<file path="config.mk">
export PLATFORM = sky130hd
export DESIGN_NAME = ctrl_unit_flat
export DESIGN_NICKNAME = d
export VERILOG_FILES = /design/src/rtl/ctrl_unit_pkg.sv /design/src/rtl/ctrl_unit_if.sv /design/src/rtl/ctrl_unit_alu8.sv /design/src/rtl/ctrl_unit.sv /design/src/flat_wrapper.sv
export SDC_FILE = /design/constraint.sdc
export NUM_CORES = 1
export LEC_CHECK = 0
export ABC_CLOCK_PERIOD_IN_PS = 5150
export BUFFER_PORTS_ARGS = -buffer_cell sky130_fd_sc_hd__buf_2
export CAP_MARGIN = 20
export CORE_UTILIZATION = 57
export DETAILED_ROUTE_END_ITERATION = 6
export PLACE_DENSITY = 0.81
export SLEW_MARGIN = 0
export SYNTH_ARGS = -nofsm -noshare
export SYNTH_HDL_FRONTEND = slang
export SYNTH_HIERARCHICAL = 1
export SYNTH_SLANG_ARGS = --single-unit
</file>
<file path="constraint.sdc">
create_clock -name clk -period 5.15 [get_ports clk]
set_clock_uncertainty 0.15 [all_clocks]
set_input_delay 1.03 -clock clk [delete_from_list [all_inputs] [get_ports clk]]
set_output_delay 1.03 -clock clk [all_outputs]
set_load 0.01 [all_outputs]
</file>
<file path="src/rtl/ctrl_unit_pkg.sv">
// Shared opcode, register-index and FSM state definitions for the ctrl_unit slice.
package ctrl_pkg;

  localparam logic [3:0] OP_NOP  = 4'h0;
  localparam logic [3:0] OP_LDI  = 4'h1;
  localparam logic [3:0] OP_MOV  = 4'h2;
  localparam logic [3:0] OP_STA  = 4'h3;
  localparam logic [3:0] OP_ADD  = 4'h4;
  localparam logic [3:0] OP_SUB  = 4'h5;
  localparam logic [3:0] OP_AND  = 4'h6;
  localparam logic [3:0] OP_OR   = 4'h7;
  localparam logic [3:0] OP_XOR  = 4'h8;
  localparam logic [3:0] OP_JMP  = 4'h9;
  localparam logic [3:0] OP_JZ   = 4'hA;
  localparam logic [3:0] OP_JC   = 4'hB;
  localparam logic [3:0] OP_ADDI = 4'hC;
  localparam logic [3:0] OP_HALT = 4'hF;

  localparam logic [3:0] ACC_IDX  = 4'd0;
  localparam logic [3:0] ZERO_IDX = 4'd15;

  typedef enum logic [2:0] {
    ST_FETCH,
    ST_DECODE,
    ST_READ,
    ST_EXEC,
    ST_HALT
  } state_t;

  function automatic logic is_illegal(input logic [3:0] op);
    return (op == 4'hD) || (op == 4'hE);
  endfunction

endpackage

</file>
<file path="src/rtl/ctrl_unit_if.sv">
// Instruction-ROM and register-file bus between ctrl_unit (master) and its environment (slave).
interface ctrl_unit_if #(parameter int unsigned PC_W = 8);
  logic [PC_W-1:0] imem_addr;
  logic [15:0]     imem_data;
  logic            we_reg;
  logic [3:0]      addr_reg;
  logic [7:0]      data_reg;
  logic [7:0]      out_reg;
  logic [7:0]      acc;
  logic            flag_z;
  logic            flag_c;
  logic            halted;
  logic            illegal;

  modport master (
    output imem_addr, we_reg, addr_reg, data_reg, flag_z, flag_c, halted, illegal,
    input  imem_data, out_reg, acc
  );

  modport slave (
    input  imem_addr, we_reg, addr_reg, data_reg, flag_z, flag_c, halted, illegal,
    output imem_data, out_reg, acc
  );
endinterface

</file>
<file path="src/rtl/ctrl_unit_alu8.sv">
// 8-bit combinational ALU; carry passes through unchanged for logic ops.
module alu8
  import ctrl_pkg::*;
(
  input  logic [7:0] a,
  input  logic [7:0] b,
  input  logic [3:0] op,
  input  logic       c_in,
  output logic [7:0] res,
  output logic       c_out,
  output logic       z
);

  logic [8:0] wide;

  // Bit 8 of the 9-bit subtract is the borrow, set exactly when a < b.
  always_comb begin
    wide = {c_in, a};
    case (op)
      OP_ADD, OP_ADDI: wide = {1'b0, a} + {1'b0, b};
      OP_SUB:          wide = {1'b0, a} - {1'b0, b};
      OP_AND:          wide = {c_in, a & b};
      OP_OR:           wide = {c_in, a | b};
      OP_XOR:          wide = {c_in, a ^ b};
      default:         wide = {c_in, a};
    endcase
  end

  assign res   = wide[7:0];
  assign c_out = wide[8];
  assign z     = (wide[7:0] == '0);

endmodule

</file>
<file path="src/rtl/ctrl_unit.sv">
// Four-cycle fetch/decode/read/exec controller for the 8-bit accumulator datapath.
// Optional macro CTRL_SINGLE_STEP_EN adds a step input that gates leaving FETCH.
module ctrl_unit
  import ctrl_pkg::*;
#(
  parameter int unsigned PC_W            = 8,
  parameter bit          HALT_ON_ILLEGAL = 1'b0
) (
  input  logic         clk,
  input  logic         rst,
`ifdef CTRL_SINGLE_STEP_EN
  input  logic         step,
`endif
  ctrl_unit_if.master  bus
);

  state_t          state;
  logic [PC_W-1:0] pc;
  logic [15:0]     ir;
  logic [7:0]      operand;
  logic            z_q;
  logic            c_q;

  logic [3:0] opcode;
  logic [3:0] r;
  logic [7:0] imm;
  logic [7:0] alu_b;
  logic [7:0] alu_res;
  logic       alu_c;
  logic       alu_z;
  logic       alu_op;
  logic       writes;
  logic       branch;
  logic       illegal_op;
  logic [3:0] dest;
  logic [7:0] wdata;

  assign opcode = ir[15:12];
  assign r      = ir[11:8];
  assign imm    = ir[7:0];

  assign alu_op     = opcode inside {OP_ADD, OP_SUB, OP_AND, OP_OR, OP_XOR, OP_ADDI};
  assign writes     = alu_op || (opcode inside {OP_LDI, OP_MOV, OP_STA});
  assign illegal_op = is_illegal(opcode);
  assign branch     = (opcode == OP_JMP) || ((opcode == OP_JZ) && z_q) ||
                      ((opcode == OP_JC) && c_q);
  assign dest       = (opcode == OP_LDI || opcode == OP_STA) ? r : ACC_IDX;
  assign alu_b      = (opcode == OP_ADDI) ? imm : operand;

  alu8 u_alu (
    .a    (bus.acc),
    .b    (alu_b),
    .op   (opcode),
    .c_in (c_q),
    .res  (alu_res),
    .c_out(alu_c),
    .z    (alu_z)
  );

  always_comb begin
    case (opcode)
      OP_LDI:  wdata = imm;
      OP_MOV:  wdata = operand;
      OP_STA:  wdata = bus.acc;
      default: wdata = alu_res;
    endcase
  end

  always_ff @(posedge clk or posedge rst) begin
    if (rst) begin
      state   <= ST_FETCH;
      pc      <= '0;
      ir      <= '0;
      operand <= '0;
      z_q     <= 1'b0;
      c_q     <= 1'b0;
    end else begin
      case (state)
        ST_FETCH: begin
`ifdef CTRL_SINGLE_STEP_EN
          if (step) state <= ST_DECODE;
`else
          state <= ST_DECODE;
`endif
        end
        ST_DECODE: begin
          ir    <= bus.imem_data;
          pc    <= pc + PC_W'(1);
          state <= ST_READ;
        end
        ST_READ: begin
          operand <= (r == ZERO_IDX) ? '0 : bus.out_reg;
          state   <= ST_EXEC;
        end
        ST_EXEC: begin
          if (alu_op) begin
            z_q <= alu_z;
            c_q <= alu_c;
          end
          // A taken jump overrides the increment already applied in DECODE.
          if (branch) pc <= PC_W'(imm);
          if (opcode == OP_HALT || (illegal_op && HALT_ON_ILLEGAL))
            state <= ST_HALT;
          else
            state <= ST_FETCH;
        end
        ST_HALT: state <= ST_HALT;
        default: state <= ST_FETCH;
      endcase
    end
  end

  always_comb begin
    bus.we_reg   = 1'b0;
    bus.addr_reg = '0;
    bus.data_reg = '0;
    bus.illegal  = 1'b0;
    case (state)
      ST_READ: bus.addr_reg = r;
      ST_EXEC: begin
        bus.addr_reg = dest;
        bus.we_reg   = writes && (dest != ZERO_IDX);
        bus.data_reg = wdata;
        bus.illegal  = illegal_op;
      end
      default: ;
    endcase
  end

  assign bus.imem_addr = pc;
  assign bus.flag_z    = z_q;
  assign bus.flag_c    = c_q;
  assign bus.halted    = (state == ST_HALT);

endmodule

</file>
<file path="src/flat_wrapper.sv">
// flat-port wrapper written by rule: the top's interface ports become plain ports
module ctrl_unit_flat import ctrl_pkg::*;
#(
  parameter int unsigned PC_W            = 8,
  parameter bit          HALT_ON_ILLEGAL = 1'b0
)
  (clk, rst, bus_imem_addr, bus_we_reg, bus_addr_reg, bus_data_reg, bus_flag_z, bus_flag_c, bus_halted, bus_illegal, bus_imem_data, bus_out_reg, bus_acc);
  ctrl_unit_if #(.PC_W(PC_W)) bus_i ();
  input  logic clk;
  input  logic rst;
  output wire logic [$bits(bus_i.imem_addr)-1:0] bus_imem_addr;
  output wire logic [$bits(bus_i.we_reg)-1:0] bus_we_reg;
  output wire logic [$bits(bus_i.addr_reg)-1:0] bus_addr_reg;
  output wire logic [$bits(bus_i.data_reg)-1:0] bus_data_reg;
  output wire logic [$bits(bus_i.flag_z)-1:0] bus_flag_z;
  output wire logic [$bits(bus_i.flag_c)-1:0] bus_flag_c;
  output wire logic [$bits(bus_i.halted)-1:0] bus_halted;
  output wire logic [$bits(bus_i.illegal)-1:0] bus_illegal;
  input wire logic [$bits(bus_i.imem_data)-1:0] bus_imem_data;
  input wire logic [$bits(bus_i.out_reg)-1:0] bus_out_reg;
  input wire logic [$bits(bus_i.acc)-1:0] bus_acc;
  assign bus_imem_addr = bus_i.imem_addr;
  assign bus_we_reg = bus_i.we_reg;
  assign bus_addr_reg = bus_i.addr_reg;
  assign bus_data_reg = bus_i.data_reg;
  assign bus_flag_z = bus_i.flag_z;
  assign bus_flag_c = bus_i.flag_c;
  assign bus_halted = bus_i.halted;
  assign bus_illegal = bus_i.illegal;
  assign bus_i.imem_data = bus_imem_data;
  assign bus_i.out_reg = bus_out_reg;
  assign bus_i.acc = bus_acc;
  ctrl_unit #(.PC_W(PC_W), .HALT_ON_ILLEGAL(HALT_ON_ILLEGAL)) u_core (.clk(clk), .rst(rst), .bus(bus_i));
endmodule
</file>
After elaboration in Yosys (flattened, before gate mapping)
Index checks and enable logic that the tools add are counted.
- $add $sub $neg: 3
- equal/unequal tests: 22
- multiplexer cells: 13
- bitwise gates (word level): 6
- reduce and logical (&&, ||, !) cells: 18
- operators by type and width (operator ; count):
    $pmux 9 s5 ; 1
    $eq 4x4->1 const B ; 9
    $mux 8 ; 4
    $pmux 8 s3 ; 1
    $eq 4x3->1 const B ; 4
    $pmux 8 s2 ; 1
    $pmux 3 s5 ; 1
    $add 8x8->9 ; 1
    $sub 8x8->9 ; 1
    $add 8x1->8 const B ; 1
    $and 8x8->8 ; 1
    $eq 4x2->1 const B ; 2
    $logic_not 8->1 ; 1
    $or 8x8->8 ; 1
    $pmux 4 s2 ; 1
    $xor 8x8->8 ; 1
    $eq 3x2->1 const B ; 2
    $reduce_and 6->1 ; 1
    $reduce_bool 6->1 ; 1
    $logic_or 1x1->1 ; 5
    $eq 4x1->1 const B ; 1
    $mux 4 ; 1
    $ne 4x4->1 const B ; 1
    $reduce_and 2->1 ; 2
    other kinds (11) ; 17
- register bits: 37
- input port bits: 34
- output and inout bits: 25
- logic and storage cells: 68

Depth between registers and ports, before layout
Gate-level depths: netlist of the first run.
- word-level depth: 6
- gate-level depth with buffers: 16
- gate-level depth less buffers: 15

Cells and area by module
The synthesis of the first run kept the hierarchy.
- modules (own cells, without submodules) (module ; times used ; cells each ; area each (µm²) ; sequential area each (µm²)):
    ctrl_unit ; 1 ; 242 ; 2167.1 ; 925.9
    alu8 ; 1 ; 153 ; 1139.8 ; 0.0

Least setup slack after synthesis of the first run
OpenSTA, ideal clock, no wires.
- kind: register to output
- from: register u_core.ir[15]
- to: output port bus_data_reg[5]
- arrival time: 3.660 ns
- required time: 3.970 ns
- path slack: 0.310 ns
- stages on the path, launching flop included: 17
- buffers on the path: 1
- cells stage by stage: dfrtp_1 buf_4 nand2_1 nor3_2 mux2_2 inv_1 ha_1 mux2_2 inv_1 ha_1 nor2b_1 o31a_1 o21a_1 o21a_1 o31ai_1 o21ai_0 a21oi_1
- cells in the longest elaborated chain, start to end: 6
- elaborated cells between the ends (all ways): 19
- classes of those cells: add/sub: 2; eq/ne: 9; mux: 4; bitwise: 3; reduce/logical: 1
- ends and longest elaborated chain (item ; RTL line ; text):
    start: declaration ; ctrl_unit.sv:19 ; logic [15:0] ir;
    start signal: assignment ; ctrl_unit.sv:87 ; ir <= bus.imem_data;
    $eq 4x4->1 (*) ; ctrl_unit.sv:48 ; assign alu_b = (opcode == OP_ADDI) ? imm : operand;
    $mux 8 (*) ; ctrl_unit.sv:48 ;
    net u_core.alu_b[0] ; ctrl_unit.sv:27 ; logic [7:0] alu_b;
    $sub 8x8->9 or $add 8x8->9 (tied branches) ; ctrl_unit_alu8.sv:21, ctrl_unit_alu8.sv:20 ;
    $pmux 9 s5 (*) ; ctrl_unit_alu8.sv:19 ; case (op)
    net u_core.alu_res[5] ; ctrl_unit.sv:28 ; logic [7:0] alu_res;
    $pmux 8 s3 (*) ; ctrl_unit.sv:61 ; case (opcode)
    $mux 8 (*) ; ctrl_unit.sv:118 ; case (state)
    end: declaration ; flat_wrapper.sv:14 ; output wire logic [$bits(bus_i.data_reg)-1:0] bus_data_reg;
Mark *: on every way through the listed nets, which the timed path passes. The rest lies on a longest branch.

Worst setup path in the final report of the first run
- from: register u_core.ir[14]
- to: output port bus_data_reg[6]
Same word-level chain as after synthesis.

==> out/results.ini, run 1 <==
[timing]
hold_violations = 0
min_period_over_period_pct = 94.7
layout_setup_ws_ns = 0.274
relSlewSlack_pct = 45.8
period_needed_ns = 4.88
setup-tns-final_ns = 0
rsz0062_at_grt = no
worst_pin_slew_ns = 0.810
fmax_mhz = 205
finalSetupViolations = 0
maxSlewViolCount = 0

[floorplan]
dieArea_sq_um = 6110
std_cell_rows = 27
core_area_sq_um = 5540
dieHeight_microns = 78.2
num_io_pins = 59
die_x_microns = 78.2
start_util_pct = 59.7

[power]
powerDensity_nw_per_um2 = 773
ir_drop_mv = 0.366
leakage_uw = 0.00184

[worst_setup_path]
slowest_delay_ns = 0.46
arrival_ns = 3.70
rrSetupSlack_ns = 1.28
cp-startpoint = u_core/ir[14]
cp_num_cells = 15
crit_top_cell = mux2_2
cpLargestDelayFamily = compound AO/OA/AOI/OAI gates
critical_path.max_fanout = 4
endpoint_kind = output port
reg2reg_to = u_core/bus.flag_z
r2r_cells = 14
worst_path_max_delay_cell = fa_1
crit_buf_inv = 2
worstPathRequired_ns = 3.97
path_cells = nand2_1 > nor3_4 > mux2_2 > inv_1 > ha_1 > mux2_2 > fa_1 > nor2b_1 > o311a_1 > nor4_1 > a311oi_1 > o21ai_1 > o21ai_0 > a21oi_1 > buf_2
cp-start-kind = register
worst-setup-path-type = register to output port
rr_startpoint = u_core/ir[14]

[cts]
max-clock-path-buffers = 2
cts_inserted_buffers = 5
h-tree-depth = 2
cts_tree = done
cts_hold_buf = 0
cts_num_sinks = 37
clkLatencyLatePin_ns = 0.29
clk_pin_slew_ns = 0.07
ctsRootBufferMaster = clkbuf_8

[place]
dp.cells = 515
dp.final_hpwl_microns = 6170
place.gp.congestion = 0.891
dpl_cell_area_sq_um = 3630
post-place-ws_ns = 0.501
io_buffer_count = 58

[global_routing]
track_usage_pct = 28.7
grt_pass1_wl_microns = 14000
grt_overflow = 0
grt_pass1_vias = 2975
grt_max_degree = 38
antenna_found_initial = 0

[finish]
final_cell_mix = nand2_1 (69), buf_2 (58), dfrtp_1 (37), a21oi_1 (29), o21ai_0 (29)
syn2layout_area_growth_pct = 13.3
design_area_sq_um = 3750
drive_above_1_share_pct = 23.5
fin_cells = 523
fillers = 484
fin_nets = 512
antenna_cells = 0
final_common_cell = nand2_1

[logic_synthesis]
synth_area_per_cell_sq_um = 8.37
synth_ff_type = dfrtp_1
synth_edf_count = 0
synth_top_area_share_pct = 28.0
synth_area_leaders = dfrtp_1 (28%), ha_1 (9.8%), nand2_1 (7.8%)
synth_cell_types = 66
yosys_warnings = 6
synthCells = 395
async_flop_share_pct = 100
ys_seq_area_share_pct = 28.0
synth-seq-cells = 37
syn_area_sq_um = 3310
syn_nets = 456
synth_largest_area_cell = dfrtp_1

[routing]
ant_nets = 0
totalWireLength_microns = 8160
vias = 3158
drc = 0
firstDrtPassIters = 5
drtIter0Drc = 208
wl_per_cell_microns = 15.6
drt-vias-per-instance = 6.04

[run]
drv_cap = 0

[min_path]
holdPathStages = 2
hold_end = u_core/ir[10]
min_from = u_core/ir[10]
hp-class = register to register

[status]
outcome = finished clean

timing repair:
item / 4_1_cts / 5_1_grt
setup endpoints to repair: 0 / 3
setup buffers: 0 / 0
resized for setup: 0 / 4
state kept, by name, indices dropped and copies added (netlist names):
name                  count
u_core/ir                16
u_core/state              3
u_core/bus.imem_addr      8
u_core/bus.flag_c         1
u_core/bus.flag_z         1
u_core/operand            8
metrics by stage:
| stage | total power, uW | utilization [%] | hold slack [ns] |
|---|---|---|---|
| 2_1_floorplan | 2170 | - | 0.309 |
| 3_3_place_gp | 2560 | 65.6 | 0.330 |
| 3_5_place_dp | 2630 | 65.6 | 0.332 |
| 4_1_cts | 2850 | 67.1 | 0.350 |
| 5_1_grt | 3170 | 67.6 | 0.392 |
| 6_report | 2900 | 67.6 | 0.345 |
where the power goes:
group | leakage [uW] | internal (uW) | switching (uW) | total (uW)
logic | 0.00134 | 882 | 1230 | 2110
clock network | 0.0000443 | 106 | 95.9 | 202
registers | 0.000448 | 433 | 151 | 583
total | 0.00184 | 1420 | 1470 | 2900
worst max path at each step:
stage | slack, ns | endpoint
finish | 0.27 | bus_data_reg[6]
global route | 0.02 | bus_data_reg[7]
CTS | 0.18 | bus_data_reg[5]
detailed placement | 0.50 | bus_data_reg[5]
global placement | 0.58 | bus_data_reg[5]
floorplan | 0.31 | bus_data_reg[5]
tightest hold or removal path: cells and delay by family, from the launching register on:
| kind | cells | cell delay, ns |
|---|---|---|
| flops | 1 | 0.35 |
| simple gates | 2 | 0.11 |
Yosys cell counts, drive strengths merged, types with 9 or more instances:
cell type  count
nand2         69
dfrtp         37
a21oi         33
o21ai         31
ha            26
nor2          25
inv           24
buf           15
mux2          12
a22o           9
mux2i          9
kinds of logic (layout without fill, tap and decap cells):
group,count (synthesis),after routing,synth area share [%]
mux,21,21,6.81
xor+xnor,11,11,2.91
compound gates,111,111,23.0
fa+ha+maj,27,27,10.4
flops,37,37,28.0
simple gates,146,146,22.6
buf+inv,42,98,6.20
area by class of cell:
class | instances | area [sq um] | area share [%]
tap | 72 | 90.1 | 2.40
sequential | 37 | 926 | 24.7
timing repair buffer | 67 | 362 | 9.65
clock buffer | 7 | 86.3 | 2.30
inverter | 24 | 90.1 | 2.40
multi-input combinational | 316 | 2190 | 58.5
metal layers:
metal  GRT usage (%)  share of wire (%)  up-vias
li1                -                  -     1525
met1            39.0                 46     1502
met2            48.0                 48      122
met3            4.88                5.9        9
met4            5.37               0.76        0
met5               0                  0        -
(Power assumes the default switching activity.)
==> inputs of run 2 (changes only) <==
--- a/config.mk
+++ b/config.mk
@@ -10,7 +10,8 @@
 export CAP_MARGIN = 20
 export CORE_UTILIZATION = 57
 export DETAILED_ROUTE_END_ITERATION = 6
-export PLACE_DENSITY = 0.81
+export PLACE_DENSITY_LB_ADDON = 0.3
+export RECOVER_POWER = 25
 export SLEW_MARGIN = 0
 export SYNTH_ARGS = -nofsm -noshare
 export SYNTH_HDL_FRONTEND = slang
==> out/results.ini, run 2 (synthesis results as in run 1) <==
[routing]
dr.max_layer_used = met4
vias = 3092  ; -2.1%
drc = 0  ; unchanged
wl_met3_microns = 539  ; +11%
drt-vias-per-instance = 5.90  ; -2.3%
met1_length_microns = 3760  ; +0.80%
drtIter0Drc = 246  ; +18%
firstDrtPassIters = 5  ; unchanged
totalWireLength_microns = 7980  ; -2.2%
ant_nets = 0  ; unchanged
wl_per_cell_microns = 15.2  ; -2.4%
wl_met2_microns = 3580  ; -7.9%

[finish]
final_cell_mix = nand2_1 (69), buf_2 (58), dfrtp_1 (37), a21oi_1 (29), o21ai_0 (29)
drive_above_1_share_pct = 23.2  ; -0.27 points
final_common_cell = nand2_1
syn2layout_area_growth_pct = 13.1
largest_reg_flops = 16  ; unchanged
regMostFlops = u_core/ir
antenna_cells = 0  ; unchanged
fin_nets = 512  ; unchanged
fillers = 482  ; -0.41%

[place]
dp.final_hpwl_microns = 6060  ; -1.8%
place.gp.congestion = 0.881  ; -1.1%
io_buffer_count = 58  ; unchanged
post-place-ws_ns = 0.444  ; -0.0566 ns

[run]
drv_cap = 1  ; +1

[cts]
h-tree-depth = 2  ; unchanged
cts_tree = done
ctsRootBufferMaster = clkbuf_8
clkLatencyLatePin_ns = 0.29  ; about the same
cts_inserted_buffers = 5  ; unchanged
cts_num_sinks = 37  ; unchanged
max-clock-path-buffers = 2  ; unchanged
cts_hold_buf = 0  ; unchanged
clk_pin_slew_ns = 0.07  ; about the same

[floorplan]
die_x_microns = 78.2  ; unchanged
dieArea_sq_um = 6110  ; unchanged
std_cell_rows = 27  ; unchanged
start_util_pct = 59.7  ; unchanged
core_area_sq_um = 5540  ; unchanged
dieHeight_microns = 78.2  ; unchanged
num_io_pins = 59  ; unchanged

[power]
p_sw_uw = 1460  ; -0.75%
powerDensity_nw_per_um2 = 770  ; -0.46%
clkPwrFrac_pct = 6.8  ; -0.2 points
swShare_pct = 50.9  ; about the same
seqPwrFrac_pct = 20.4  ; +0.3 points
power_uw = 2880  ; -0.66%
leakage_uw = 0.00183  ; -0.40%
internal_power_uw = 1410  ; -0.56%
ir_drop_mv = 0.403  ; +10%
p_comb_share_pct = 72.9  ; about the same

[worst_setup_path]
critical_path.max_fanout = 4  ; unchanged
endpoint_kind = output port
worstPathRequired_ns = 3.97  ; about the same
cp-start-kind = register
worst-setup-path-type = register to output port
arrival_ns = 3.77  ; +0.07 ns

[timing]
setup-tns-final_ns = 0  ; unchanged
rsz0062_at_grt = no
period_needed_ns = 4.95  ; +0.0695 ns
min_period_over_period_pct = 96.0  ; +1.3 points
worst_pin_slew_ns = 1.98  ; +1.17 ns
hold_violations = 0  ; unchanged
relSlewSlack_pct = -32.2  ; -78 points
maxSlewViolCount = 38  ; +38
fmax_mhz = 202  ; -1.4%
finalSetupViolations = 0  ; unchanged
layout_setup_ws_ns = 0.204  ; -0.0695 ns

[global_routing]
grt_max_degree = 38  ; unchanged
grt_pass1_wl_microns = 13600  ; -3.0%
track_usage_pct = 27.9  ; -0.79 points
grt_overflow = 0  ; unchanged
grt_pass1_vias = 2933  ; -1.4%
antenna_found_initial = 0  ; unchanged

[min_path]
hp-class = register to register

[status]
violations = capacitance limit, slew limit
outcome = finished, violations left

[run 2: worst max-delay path, stage by stage (launching register included)]
cell	delay (ns)
dfrtp_1	0.36
nand2_1	0.13
nor3_4	0.21
mux2_2	0.40
inv_1	0.10
ha_1	0.23
mux2_2	0.29
inv_1	0.06
ha_1	0.21
nor2b_1	0.13
o31a_1	0.28
o21a_1	0.20
o21a_1	0.18
o31ai_2	0.23
o21ai_0	0.14
a21oi_1	0.16
buf_2	0.15
[run 2: layout make-up]
class / instances / area, sq um / area share (%)
clock buffer: 8 / 80.1 / 2.14
multi-input combinational: 316 / 2190 / 58.7
sequential: 37 / 926 / 24.8
timing repair buffer: 67 / 358 / 9.57
inverter: 24 / 90.1 / 2.41
tap: 72 / 90.1 / 2.41
[run 2: repair_timing]
item,CTS,global route
endpoints found under the setup margin,0,3
gates resized for setup,0,5
setup buffers,0,0
[run 2: per-layer routing]
layer  GRT usage, %  vias up
met1           39.1     1441
met4           7.96        0
met2           44.0      121
met5              0        -
met3           4.65       15
li1               -     1515
[run 2: per-stage QoR]
step / instances / hold WS [ns] / util, % / instance area, sq um
final: 524 / 0.341 / 67.5 / 3740
after global routing: 524 / 0.398 / 67.5 / 3740
after CTS: 523 / 0.344 / 67.0 / 3710
after detailed placement: 515 / 0.327 / 65.6 / 3630
after global placement: 515 / 0.323 / 65.6 / 3630
after floorplan: 395 / 0.309 / - / 3310
[run 2: path summary, 6_finish.rpt]
check	slack [ns]	startpoint	cells after the start	endpoint
hold / removal	0.34	u_core/ir[10]	2	u_core/ir[10]
setup / recovery	0.20	u_core/ir[14]	16	bus_data_reg[5]
min in group asynchronous	1.30	rst	3	u_core/state[1]
hold reg to reg	0.34	u_core/ir[10]	2	u_core/ir[10]
max in group asynchronous	2.42	rst	3	u_core/operand[6]
setup reg to reg	1.26	u_core/ir[14]	15	u_core/bus.flag_z
[run 2: power by group through the flow]
stage,Combinational [uW],Clock [uW],Sequential [uW]
final,2100,195,586
after global routing,2340,213,604
after CTS,2040,199,579
after detailed placement,2040,0,584
after global placement,1990,0,576
after floorplan,1600,0,567
==> inputs of run 3 (changes only) <==
--- a/config.mk
+++ b/config.mk
@@ -5,7 +5,7 @@
 export SDC_FILE = /design/constraint.sdc
 export NUM_CORES = 1
 export LEC_CHECK = 0
-export ABC_CLOCK_PERIOD_IN_PS = 5150
+export ABC_CLOCK_PERIOD_IN_PS = 4900
 export BUFFER_PORTS_ARGS = -buffer_cell sky130_fd_sc_hd__buf_2
 export CAP_MARGIN = 20
 export CORE_UTILIZATION = 57
==> constraint.sdc (replaced) <==
create_clock -name clk -period 4.9 [get_ports clk]
set_clock_uncertainty 0.15 [all_clocks]
set_input_delay 0.98 -clock clk [delete_from_list [all_inputs] [get_ports clk]]
set_output_delay 0.98 -clock clk [all_outputs]
set_load 0.01 [all_outputs]
==> out/results.ini, run 3 (synthesis results as in run 1) <==
[routing]
drtIter0Drc = 278  ; +13%
firstDrtPassIters = 7  ; +2
wl_per_cell_microns = 16.3  ; +6.7%
vias = 3215  ; +4.0%
drt-vias-per-instance = 6.00  ; +1.7%
drc = 0  ; unchanged
totalWireLength_microns = 8720  ; +9.2%
ant_nets = 0  ; unchanged

[finish]
largest_reg_flops = 16  ; unchanged
fin_nets = 526  ; +2.7%
drive_above_1_share_pct = 29.1  ; +5.9 points
fillers = 436  ; -9.5%
final_cell_mix = nand2_1 (68), buf_2 (58), dfrtp_1 (37), a21oi_1 (29), o21ai_0 (26)
area.sequential_sq_um = 926  ; unchanged
multiInputGateArea_sq_um = 2300  ; +4.8%
antenna_cells = 0  ; unchanged
final_common_cell = nand2_1
design_area_sq_um = 3950  ; +5.7%
regMostFlops = u_core/ir
syn2layout_area_growth_pct = 19.5

[timing]
rsz0062_at_grt = yes
relSlewSlack_pct = -30.9  ; +1.3 points
fmax_mhz = 204
finalSetupViolations = 0  ; unchanged
period_needed_ns = 4.90
min_period_over_period_pct = 100
worst_pin_slew_ns = 1.96  ; -0.0190 ns
maxSlewViolCount = 38  ; unchanged
layout_setup_ws_ns = 0.00171  ; -0.203 ns
hold_violations = 0  ; unchanged

[run]
drv_cap = 1  ; unchanged

[place]
place.gp.congestion = 0.863  ; -2.1%
post-place-ws_ns = 0.301  ; -0.144 ns
dpl_cell_area_sq_um = 3630  ; unchanged
io_buffer_count = 58  ; unchanged
dp.final_hpwl_microns = 6030  ; -0.60%

[power]
leakage_uw = 0.00193  ; +5.5%
power_uw = 3360  ; +17%
ir_drop_mv = 0.384  ; -4.8%
powerDensity_nw_per_um2 = 849  ; +10%

[worst_setup_path]
endpoint_kind = output port
cp-start-kind = register
worstPathRequired_ns = 3.77  ; -0.20 ns
worst-setup-path-type = register to output port
critical_path.max_fanout = 6  ; +2
arrival_ns = 3.77  ; about the same

[cts]
clkLatencyLatePin_ns = 0.30  ; about the same
cts_tree = done
h-tree-depth = 2  ; unchanged
cts_hold_buf = 0  ; unchanged
max-clock-path-buffers = 2  ; unchanged
clk_pin_slew_ns = 0.07  ; about the same
ctsRootBufferMaster = clkbuf_8
cts_num_sinks = 37  ; unchanged
cts_inserted_buffers = 5  ; unchanged

[floorplan]
std_cell_rows = 27  ; unchanged
dieArea_sq_um = 6110  ; unchanged
dieHeight_microns = 78.2  ; unchanged
die_x_microns = 78.2  ; unchanged
num_io_pins = 59  ; unchanged
start_util_pct = 59.7  ; unchanged
core_area_sq_um = 5540  ; unchanged

[status]
violations = capacitance limit, slew limit
outcome = finished, violations left

[min_path]
hp-class = register to register

[global_routing]
grt_max_degree = 38  ; unchanged
grt_pass1_wl_microns = 13400  ; -1.3%
grt_pass1_vias = 2823  ; -3.8%
grt_overflow = 0  ; unchanged
antenna_found_initial = 0  ; unchanged
track_usage_pct = 27.7  ; -0.17 points

==> run 3: final timing paths <==
kind / startpoint / slack (ns) / to / cells after the start
max: u_core/ir[15] / 0.002 / bus_data_reg[6] / 17
min: u_core/ir[9] / 0.36 / u_core/ir[9] / 2
max reg2reg: u_core/ir[15] / 1.04 / u_core/bus.flag_z / 15
min reg2reg: u_core/ir[9] / 0.36 / u_core/ir[9] / 2
max in group asynchronous: rst / 2.24 / u_core/bus.imem_addr[4] / 3
min in group asynchronous: rst / 1.23 / u_core/state[2] / 3
==> run 3: final cells by class <==
type	count	area share, %
Tap cell	72	2.28
Multi-Input combinational cell	316	58.2
Timing Repair Buffer	81	11.8
Clock buffer	5	1.74
Clock inverter	1	0.127
Inverter	24	2.41
Sequential cell	37	23.4
==> run 3: power by group <==
part | internal, uW | switching [uW] | leakage, uW | total, uW
Sequential | 455 | 161 | 0.000448 | 616
Clock | 93.5 | 104 | 0.0000399 | 198
Combinational | 1110 | 1430 | 0.00144 | 2540
==> run 3: metal layers <==
| metal | vias up | GRT usage, % | share of wire [%] |
|---|---|---|---|
| met3 | 18 | 3.49 | 5.3 |
| met4 | 0 | 7.22 | 1.7 |
| li1 | 1550 | - | - |
| met5 | - | 0 | 0 |
| met2 | 123 | 43.7 | 46 |
| met1 | 1524 | 39.9 | 47 |
==> run 3: what timing repair did <==
| item | in CTS | in global routing |
|---|---|---|
| buffers inserted | 0 | 14 |
| setup endpoints to repair | 2 | 4 |
| resized for setup | 2 | 34 |
| pin swaps | 0 | 11 |
==> run 3: critical path, stage by stage, from the launching register on <==
cell	delay, ns
dfrtp_1	0.37
nand2_2	0.10
nor3_4	0.27
buf_4	0.16
buf_6	0.13
mux2_4	0.35
inv_2	0.08
a41oi_1	0.14
xnor2_1	0.22
ha_2	0.35
a21oi_1	0.24
nor2_1	0.07
a21o_1	0.16
a311oi_2	0.32
o21ai_2	0.10
o21ai_1	0.17
a21oi_1	0.06
buf_2	0.18
==> run 3: stage by stage <==
step / TNS, ns / hold slack (ns) / util, % / cells
after floorplan: 0 / 0.309 / - / 395
after global placement: 0 / 0.328 / 65.6 / 515
after detailed placement: 0 / 0.334 / 65.6 / 515
after CTS: 0 / 0.352 / 67.1 / 521
after global routing: -0.152 / 0.392 / 71.3 / 536
final: 0 / 0.358 / 71.3 / 536
